## config.mk

```make
export PLATFORM = sky130hd
export DESIGN_NAME = wb_burst_master_flat
export DESIGN_NICKNAME = d
export VERILOG_FILES = /design/src/rtl/wb_burst_master_if.sv /design/src/rtl/wb_burst_master.sv /design/src/flat_wrapper.sv
export SDC_FILE = /design/constraint.sdc
export NUM_CORES = 1
export LEC_CHECK = 0
export CORE_MARGIN = 2
export CORE_UTILIZATION = 30
export DETAILED_ROUTE_END_ITERATION = 10
export GPL_ROUTABILITY_DRIVEN = 0
export PLACE_DENSITY_LB_ADDON = 0.12
export SLEW_MARGIN = 0
export SYNTH_ARGS = -nofsm -noshare
export SYNTH_HDL_FRONTEND = slang
export SYNTH_SLANG_ARGS = --single-unit
```

## constraint.sdc

```tcl
create_clock -name i_clk -period 12 [get_ports i_clk]
set_input_delay 3.6 -clock i_clk [delete_from_list [all_inputs] [get_ports i_clk]]
set_output_delay 3.6 -clock i_clk [all_outputs]
set_load 0.01 [all_outputs]
```

## src/rtl/wb_burst_master_if.sv

```systemverilog
// Wishbone B4 pipelined bus bundle between the burst initiator and a responder.
interface wb_burst_master_if #(
    parameter int ADDR_WIDTH = 6
) ();
    logic                  cyc;
    logic                  stb;
    logic                  we;
    logic [ADDR_WIDTH-1:0] addr;
    logic [31:0]           dat_w;
    logic [3:0]            sel;
    logic                  stall;
    logic                  ack;
    logic [31:0]           dat_r;

    modport master (
        output cyc, stb, we, addr, dat_w, sel,
        input  stall, ack, dat_r
    );

    modport slave (
        input  cyc, stb, we, addr, dat_w, sel,
        output stall, ack, dat_r
    );
endinterface

```

## src/rtl/wb_burst_master.sv

```systemverilog
// Pipelined Wishbone B4 burst initiator: takes one burst command at a time,
// keeps CYC asserted for the whole burst and pipelines requests ahead of
// acknowledgements up to a fixed outstanding limit.
module wb_burst_master #(
    parameter int WB_ADDR_WIDTH   = 6,
    parameter int LEN_WIDTH       = 8,
    parameter int MAX_OUTSTANDING = 4
) (
    input  logic                     i_clk,
    input  logic                     i_rst_n,
    input  logic                     i_cmd_valid,
    output logic                     o_cmd_ready,
    input  logic                     i_cmd_we,
    input  logic [WB_ADDR_WIDTH-1:0] i_cmd_addr,
    input  logic [LEN_WIDTH-1:0]     i_cmd_len,
    input  logic [3:0]               i_cmd_sel,
    input  logic [31:0]              i_wdata,
    input  logic                     i_wdata_valid,
    output logic                     o_wdata_ready,
    output logic [31:0]              o_rdata,
    output logic                     o_rdata_valid,
    output logic                     o_busy,
    output logic                     o_done,
    wb_burst_master_if.master        wb
);

    localparam int CNT_W = LEN_WIDTH + 1;
    // One spare bit so the +1/-1 outstanding arithmetic can never wrap.
    localparam int OUT_W = $clog2(MAX_OUTSTANDING + 1) + 1;
    localparam logic [OUT_W-1:0] OUT_MAX = OUT_W'(MAX_OUTSTANDING);

    typedef enum logic {
        ST_IDLE,
        ST_BUS
    } state_e;

    state_e                   state_q, state_d;
    logic                     we_q, we_d;
    logic [WB_ADDR_WIDTH-1:0] start_addr_q, start_addr_d;
    logic [LEN_WIDTH-1:0]     len_q, len_d;
    logic [3:0]               sel_q, sel_d;
    logic                     busy_q, busy_d;
    logic                     done_q, done_d;
    logic                     cyc_q, cyc_d;
    logic                     stb_q, stb_d;
    logic                     bus_we_q, bus_we_d;
    logic [WB_ADDR_WIDTH-1:0] bus_addr_q, bus_addr_d;
    logic [31:0]              bus_data_q, bus_data_d;
    logic [3:0]               bus_sel_q, bus_sel_d;
    logic [CNT_W-1:0]         issued_q, issued_d;
    logic [CNT_W-1:0]         loaded_q, loaded_d;
    logic [OUT_W-1:0]         outstanding_q, outstanding_d;
    logic [31:0]              rdata_q, rdata_d;
    logic                     rdata_valid_q, rdata_valid_d;

    logic                     in_bus;
    logic                     req_accept;
    logic                     ack_ok;
    logic [OUT_W-1:0]         outstanding_next;
    logic [CNT_W-1:0]         beats_total;
    logic                     load_ok;
    logic                     load;
    logic                     finish;

    // Per-cycle bus events and the beat-load decision; a write beat's data
    // handshake is the load itself, so ready never depends on valid.
    always_comb begin
        in_bus           = (state_q == ST_BUS);
        req_accept       = in_bus && stb_q && !wb.stall;
        ack_ok           = in_bus && wb.ack && (outstanding_q != '0);
        outstanding_next = outstanding_q + {{(OUT_W-1){1'b0}}, req_accept}
                                         - {{(OUT_W-1){1'b0}}, ack_ok};
        beats_total      = {1'b0, len_q} + CNT_W'(1);
        load_ok          = in_bus && (loaded_q < beats_total)
                           && (!stb_q || req_accept)
                           && (outstanding_next < OUT_MAX);
        load             = load_ok && (!we_q || i_wdata_valid);
        finish           = ack_ok && (outstanding_next == '0)
                           && (issued_q == beats_total);
    end

    // Next-state and register updates for the two-state burst controller.
    always_comb begin
        state_d       = state_q;
        we_d          = we_q;
        start_addr_d  = start_addr_q;
        len_d         = len_q;
        sel_d         = sel_q;
        busy_d        = busy_q;
        done_d        = 1'b0;
        cyc_d         = 1'b0;
        stb_d         = stb_q;
        bus_we_d      = bus_we_q;
        bus_addr_d    = bus_addr_q;
        bus_data_d    = bus_data_q;
        bus_sel_d     = bus_sel_q;
        issued_d      = issued_q;
        loaded_d      = loaded_q;
        outstanding_d = outstanding_q;
        rdata_d       = rdata_q;
        rdata_valid_d = 1'b0;

        case (state_q)
            ST_IDLE: begin
                if (i_cmd_valid) begin
                    state_d       = ST_BUS;
                    we_d          = i_cmd_we;
                    start_addr_d  = i_cmd_addr;
                    len_d         = i_cmd_len;
                    sel_d         = i_cmd_sel;
                    busy_d        = 1'b1;
                    issued_d      = '0;
                    loaded_d      = '0;
                    outstanding_d = '0;
                    bus_data_d    = '0;
                end
            end
            ST_BUS: begin
                cyc_d         = 1'b1;
                outstanding_d = outstanding_next;
                if (req_accept) begin
                    issued_d = issued_q + CNT_W'(1);
                end
                if (load) begin
                    stb_d      = 1'b1;
                    bus_addr_d = start_addr_q + WB_ADDR_WIDTH'(loaded_q);
                    bus_data_d = we_q ? i_wdata : 32'h0;
                    bus_we_d   = we_q;
                    bus_sel_d  = sel_q;
                    loaded_d   = loaded_q + CNT_W'(1);
                end else if (req_accept) begin
                    stb_d = 1'b0;
                end
                if (ack_ok && !we_q) begin
                    rdata_d       = wb.dat_r;
                    rdata_valid_d = 1'b1;
                end
                if (finish) begin
                    state_d = ST_IDLE;
                    cyc_d   = 1'b0;
                    busy_d  = 1'b0;
                    done_d  = 1'b1;
                end
            end
            default: begin
                state_d = ST_IDLE;
            end
        endcase
    end

    // State and datapath registers; reset abandons any burst in flight.
    always_ff @(posedge i_clk or negedge i_rst_n) begin
        if (!i_rst_n) begin
            state_q       <= ST_IDLE;
            we_q          <= 1'b0;
            start_addr_q  <= '0;
            len_q         <= '0;
            sel_q         <= '0;
            busy_q        <= 1'b0;
            done_q        <= 1'b0;
            cyc_q         <= 1'b0;
            stb_q         <= 1'b0;
            bus_we_q      <= 1'b0;
            bus_addr_q    <= '0;
            bus_data_q    <= '0;
            bus_sel_q     <= '0;
            issued_q      <= '0;
            loaded_q      <= '0;
            outstanding_q <= '0;
            rdata_q       <= '0;
            rdata_valid_q <= 1'b0;
        end else begin
            state_q       <= state_d;
            we_q          <= we_d;
            start_addr_q  <= start_addr_d;
            len_q         <= len_d;
            sel_q         <= sel_d;
            busy_q        <= busy_d;
            done_q        <= done_d;
            cyc_q         <= cyc_d;
            stb_q         <= stb_d;
            bus_we_q      <= bus_we_d;
            bus_addr_q    <= bus_addr_d;
            bus_data_q    <= bus_data_d;
            bus_sel_q     <= bus_sel_d;
            issued_q      <= issued_d;
            loaded_q      <= loaded_d;
            outstanding_q <= outstanding_d;
            rdata_q       <= rdata_d;
            rdata_valid_q <= rdata_valid_d;
        end
    end

    // Output mapping: bus and status outputs come straight from registers.
    always_comb begin
        o_cmd_ready   = (state_q == ST_IDLE);
        o_wdata_ready = load_ok && we_q;
        o_rdata       = rdata_q;
        o_rdata_valid = rdata_valid_q;
        o_busy        = busy_q;
        o_done        = done_q;
        wb.cyc        = cyc_q;
        wb.stb        = stb_q;
        wb.we         = bus_we_q;
        wb.addr       = bus_addr_q;
        wb.dat_w      = bus_data_q;
        wb.sel        = bus_sel_q;
    end

endmodule

```

## src/flat_wrapper.sv

```systemverilog
// flat-port wrapper written by rule: the top's interface ports become plain ports
module wb_burst_master_flat 
#(
    parameter int WB_ADDR_WIDTH   = 6,
    parameter int LEN_WIDTH       = 8,
    parameter int MAX_OUTSTANDING = 4
)
  (i_clk, i_rst_n, i_cmd_valid, o_cmd_ready, i_cmd_we, i_cmd_addr, i_cmd_len, i_cmd_sel, i_wdata, i_wdata_valid, o_wdata_ready, o_rdata, o_rdata_valid, o_busy, o_done, wb_cyc, wb_stb, wb_we, wb_addr, wb_dat_w, wb_sel, wb_stall, wb_ack, wb_dat_r);
  wb_burst_master_if #(.ADDR_WIDTH((6))) wb_i ();
  input  logic i_clk;
  input  logic i_rst_n;
  input  logic i_cmd_valid;
  output logic o_cmd_ready;
  input  logic i_cmd_we;
  input  logic [WB_ADDR_WIDTH-1:0] i_cmd_addr;
  input  logic [LEN_WIDTH-1:0] i_cmd_len;
  input  logic [3:0] i_cmd_sel;
  input  logic [31:0] i_wdata;
  input  logic i_wdata_valid;
  output logic o_wdata_ready;
  output logic [31:0] o_rdata;
  output logic o_rdata_valid;
  output logic o_busy;
  output logic o_done;
  output wire logic [$bits(wb_i.cyc)-1:0] wb_cyc;
  output wire logic [$bits(wb_i.stb)-1:0] wb_stb;
  output wire logic [$bits(wb_i.we)-1:0] wb_we;
  output wire logic [$bits(wb_i.addr)-1:0] wb_addr;
  output wire logic [$bits(wb_i.dat_w)-1:0] wb_dat_w;
  output wire logic [$bits(wb_i.sel)-1:0] wb_sel;
  input wire logic [$bits(wb_i.stall)-1:0] wb_stall;
  input wire logic [$bits(wb_i.ack)-1:0] wb_ack;
  input wire logic [$bits(wb_i.dat_r)-1:0] wb_dat_r;
  assign wb_cyc = wb_i.cyc;
  assign wb_stb = wb_i.stb;
  assign wb_we = wb_i.we;
  assign wb_addr = wb_i.addr;
  assign wb_dat_w = wb_i.dat_w;
  assign wb_sel = wb_i.sel;
  assign wb_i.stall = wb_stall;
  assign wb_i.ack = wb_ack;
  assign wb_i.dat_r = wb_dat_r;
  wb_burst_master #(.WB_ADDR_WIDTH(WB_ADDR_WIDTH), .LEN_WIDTH(LEN_WIDTH), .MAX_OUTSTANDING(MAX_OUTSTANDING)) u_core (.i_clk(i_clk), .i_rst_n(i_rst_n), .i_cmd_valid(i_cmd_valid), .o_cmd_ready(o_cmd_ready), .i_cmd_we(i_cmd_we), .i_cmd_addr(i_cmd_addr), .i_cmd_len(i_cmd_len), .i_cmd_sel(i_cmd_sel), .i_wdata(i_wdata), .i_wdata_valid(i_wdata_valid), .o_wdata_ready(o_wdata_ready), .o_rdata(o_rdata), .o_rdata_valid(o_rdata_valid), .o_busy(o_busy), .o_done(o_done), .wb(wb_i));
endmodule
```

==> results.md, run 1 <==
STA:
- Adding up every negative setup slack in the final design gives 0 ns.
- The worst setup slack after layout is 1.40 ns.
- The total of endpoints with negative setup slack in the final report is 0.
- For the pin with the worst max-slew slack, the measured transition is 1.26 ns.
- The portion of the clock cycle consumed by the worst path in the final layout is 88.4%.
- The count of endpoints failing hold in the final timing report was 0.
- Derived from the worst setup path, the maximum achievable clock frequency is 94.3 MHz.
- The worst slew margin relative to its limit is 16.0%.
- Setup repair after global routing left no endpoint under its margin.
- The time the worst path needs with I/O delays and setup is 10.60 ns.
- Between clock sinks in the finished design, the worst skew comes to 0.00659 ns.
- The final count of pins violating max slew was 0.

GRT:
- The largest net degree at the start of global routing is 64.
- The number of antenna violations at the first check in global routing was 0.
- The overall track demand over capacity in global routing is 15.3%.
- The first global-routing pass estimated 23800 um of wire.
- The number of global-route vias before repair is 4398.
- Summed over all layers, the global routing overflow is 0.

Worst setup path:
- Setup slack on the worst reg-to-reg path comes out at 7.50 ns.
- The stage delay of the slowest cell on the critical path is 0.62 ns.
- Together, buffers and inverters on the worst path number 3.
- The endpoint of the lowest-slack register-to-register path is u_core.wb.dat_w[30]$_DFFE_PN0P_.
- STA classifies the critical path endpoint as a primary output.
- The sort of element at the start of the critical path is an input pin.
- The worst register-to-register path has a depth of 12.
- In this run the worst path has a maximum fanout of 5.
- Grouping stages by cell kind, the critical path spends the most delay in buffers and inverters.
- For this design, the slowest cell found on the critical path is clkdlybuf4s50_1.
- The arrival time at the worst endpoint is 7.00 ns.
- Walking the worst path, the cells encountered are clkdlybuf4s50_1, nand2_1, a31oi_1, ha_1, inv_1, ha_1, fa_1, xor2_1, nor4bb_2, o221ai_2, nor3b_1, clkdlybuf4s50_1.
- The worst register-to-register path begins at u_core.in_bus$_DFF_PN0_.
- Data on the critical path is required at its endpoint by 8.40 ns.
- The critical setup path kind is in -> out.

Finish:
- 0 antenna diodes ended up in the layout.
- The layout overhead on the synthesized area is 43.8%.
- The number of nets in the layout is 776.
- Cells with a size suffix above 1 make up 13.3% of the layout.

Power and ir drop:
- The worst-case IR drop observed on VDD is 0.000112 V.
- The final total power is 2020 uW.
- For this design the ratio of total power to cell area is 248 nW/um2.
- The analysis attributes to cell leakage a power of 0.00359 uW.

CTS:
- Clock latency on the worst-skew pair, taken at its later pin, is 0.41 ns.
- In this run the clock root is driven by a clkbuf_16.
- The clock passes through at most 2 buffers.
- The number of hold buffers added after CTS was 0.
- The tree built by TritonCTS fans out to 122 sinks.
- The number of setup buffers added after CTS is 0.
- After clock tree synthesis, the clock-pin slew on the worst setup and hold paths is 0.06 ns.
- The number of CTS-inserted buffers is 17.
- Gates resized during post-CTS repair numbered 0.
- The CTS tree is yes.
- In this run the number of H-tree levels came out at 4.

Logic synthesis:
- The synthesis warning total is 0.
- Of all cell types, the one taking the most synthesized area is dfrtp_1.
- The post-synthesis cell type count is 52.
- The primary flip-flop cell chosen by synthesis mapping is dfrtp_1.
- The area share of the leading cell type in the synthesized netlist is 53.8%.
- The mapped netlist covers 5680 um2.
- The number of enable-type register cells in the synthesized netlist is 0.
- The share of the Yosys chip area taken by registers is 53.8%.
- The total nets after synthesis is 610.
- In the synthesized netlist, the number of instances is 498.
- The post-synthesis sequential element count is 122.
- In the post-synthesis netlist, the biggest area contributors are dfrtp_1, mux2_2, nand2_1.
- The average cell area after synthesis is 11.4 um2.
- The most used standard cell by instance count after synthesis is dfrtp_1.
- Counting instances in the post-synthesis netlist gives the leading cell types as dfrtp_1, nand2_1, mux2_2.
- After synthesis, the share of flip-flops with an asynchronous set or reset is 100%.

Placement:
- The worst setup slack after placement is 1.44 ns.
- Detailed placement finished with a half-perimeter wire length of 10500 um.
- The number of I/O port buffers is 170.

Outcome:
- The run finished with clean final reports.

Floorplanning:
- The number of rows created at floorplan is 50.
- Once the floorplan was initialized, standard cells occupied 30.4% of the core.
- The horizontal extent of the die is 142 um.
- The die height is 142 um.
- The floorplan core area is 18600 um2.
- The I/O pin count is 171.
- The full die area is 20000 um2.

Run:
- The total of max-cap violations is 0.

Route:
- The wire length per cell after detailed routing is 16.5 um.
- The total via count in the routed design is 4390.
- The first detailed-routing pass ran for 4 iterations.
- For this run, design rule violations remaining after detail routing come to 0.
- The total wirelength of the detailed-routed design is 15000 um.
- Once detail routing completed, the nets flagged for antenna violations numbered 0.
- The detailed router's first-iteration violation count is 250.
- The ratio of routed vias to standard cells is 4.82.

Worst hold path:
- The type of the tightest min-delay check is reg -> reg.
- The worst hold path begins at u_core.sel_q[1]$_DFFE_PN0P_.
- The endpoint of the worst hold path is u_core.sel_q[1]$_DFFE_PN0P_.
- The cell depth of the worst min-delay path is 2.
==> layer usage <==
layer / GRT usage, % / vias to the layer above / share of wire, %
li1: - / 2105 / -
met1: 20.3 / 2141 / 47
met2: 24.0 / 131 / 46
met3: 4.18 / 13 / 5.5
met4: 5.84 / 0 / 1.3
met5: 0 / - / 0
==> how the worst max path moves through the flow <==
stage,slack (ns),depth (start not counted),to,start
floorplan,2.72,10,o_wdata_ready,wb_ack
global placement,1.59,12,o_wdata_ready,wb_ack
detailed placement,1.44,12,o_wdata_ready,wb_ack
CTS,1.42,12,o_wdata_ready,wb_ack
global route,1.12,12,o_wdata_ready,wb_ack
finish,1.40,12,o_wdata_ready,wb_ack
==> registers in the layout (all words and copies together), names as in the netlist, 4 cells and up <==
signal and count:
u_core.sel_q 4, u_core.loaded_q 9, u_core.wb.sel 4, u_core.outstanding_q 4
u_core.start_addr_q 6, u_core.wb.addr 6, u_core.o_rdata 32, u_core.issued_q 9
u_core.len_q 8, u_core.wb.dat_w 32
==> cell families after synthesis <==
group                    Yosys count  synth area share (%)
AO/OA/AOI/OAI                     90                  11.8
XOR/XNOR                          25                  4.12
adder cells (fa/ha/maj)           23                  5.34
buffers and inverters             48                  3.88
flip-flops                       122                  53.8
multiplexers                      42                  8.31
AND/OR/NAND/NOR                  148                  12.8
==> power by group <==
part | internal [uW] | switching, uW | total [uW]
combinational | 453 | 370 | 823
sequential | 569 | 117 | 686
clock | 310 | 201 | 510
==> per-stage QoR <==
step / cell area (um2) / utilization, % / std cells / hold WS [ns]
global placement: 7560 / 40.6 / 879 / 0.453
detailed placement: 7560 / 40.6 / 879 / 0.464
global route: 8160 / 43.8 / 911 / 0.507
CTS: 8150 / 43.7 / 911 / 0.479
floorplan: 5680 / - / 498 / 0.440
finish: 8160 / 43.8 / 911 / 0.472
==> area by class of cell <==
| class | instances | area (um2) |
|---|---|---|
| multi-input cells | 328 | 2410 |
| flip-flops and latches | 122 | 3050 |
| clock buffers | 17 | 425 |
| fillers | 1733 | 10500 |
| clock inverters | 15 | 169 |
| inverters | 22 | 82.6 |
| well taps | 234 | 293 |
| repair buffers | 173 | 1720 |
==> tightest hold or removal path, delay by kind of cell (launching register included) <==
family	cells	cell delay, ns
flops	1	0.34
simple gates	2	0.10
==> placed cells by master (no fill, tap or decap), drive strengths merged, types with 2 or more instances in the layout <==
cell type        n
ha              21
bufinv           2
and3             5
o21ai           10
nand2           83
or2              3
nand3           10
a21oi           17
nor2b            2
nor3             3
nand4            5
xor2            10
and4             3
or3              5
nand3b           2
nor2            14
inv             26
a311o            2
a31oi            3
a211oi           5
a21o             4
clkbuf          17
buf              4
xnor2           14
dfrtp          122
nor4             5
mux2            41
o22ai            2
o31ai            6
fa               2
clkdlybuf4s50  169
clkinv           6
o311ai           2
clkinvlp         3
a22o            32
nor4b            3
(Power assumes the default switching activity.)
==> run 2, diff against run 1 <==
Settings changed: CTS_CLUSTER_DIAMETER set to 150.
==> results of run 2 <==
No change in the layout: final DEF, timing and power equal those of run 1.
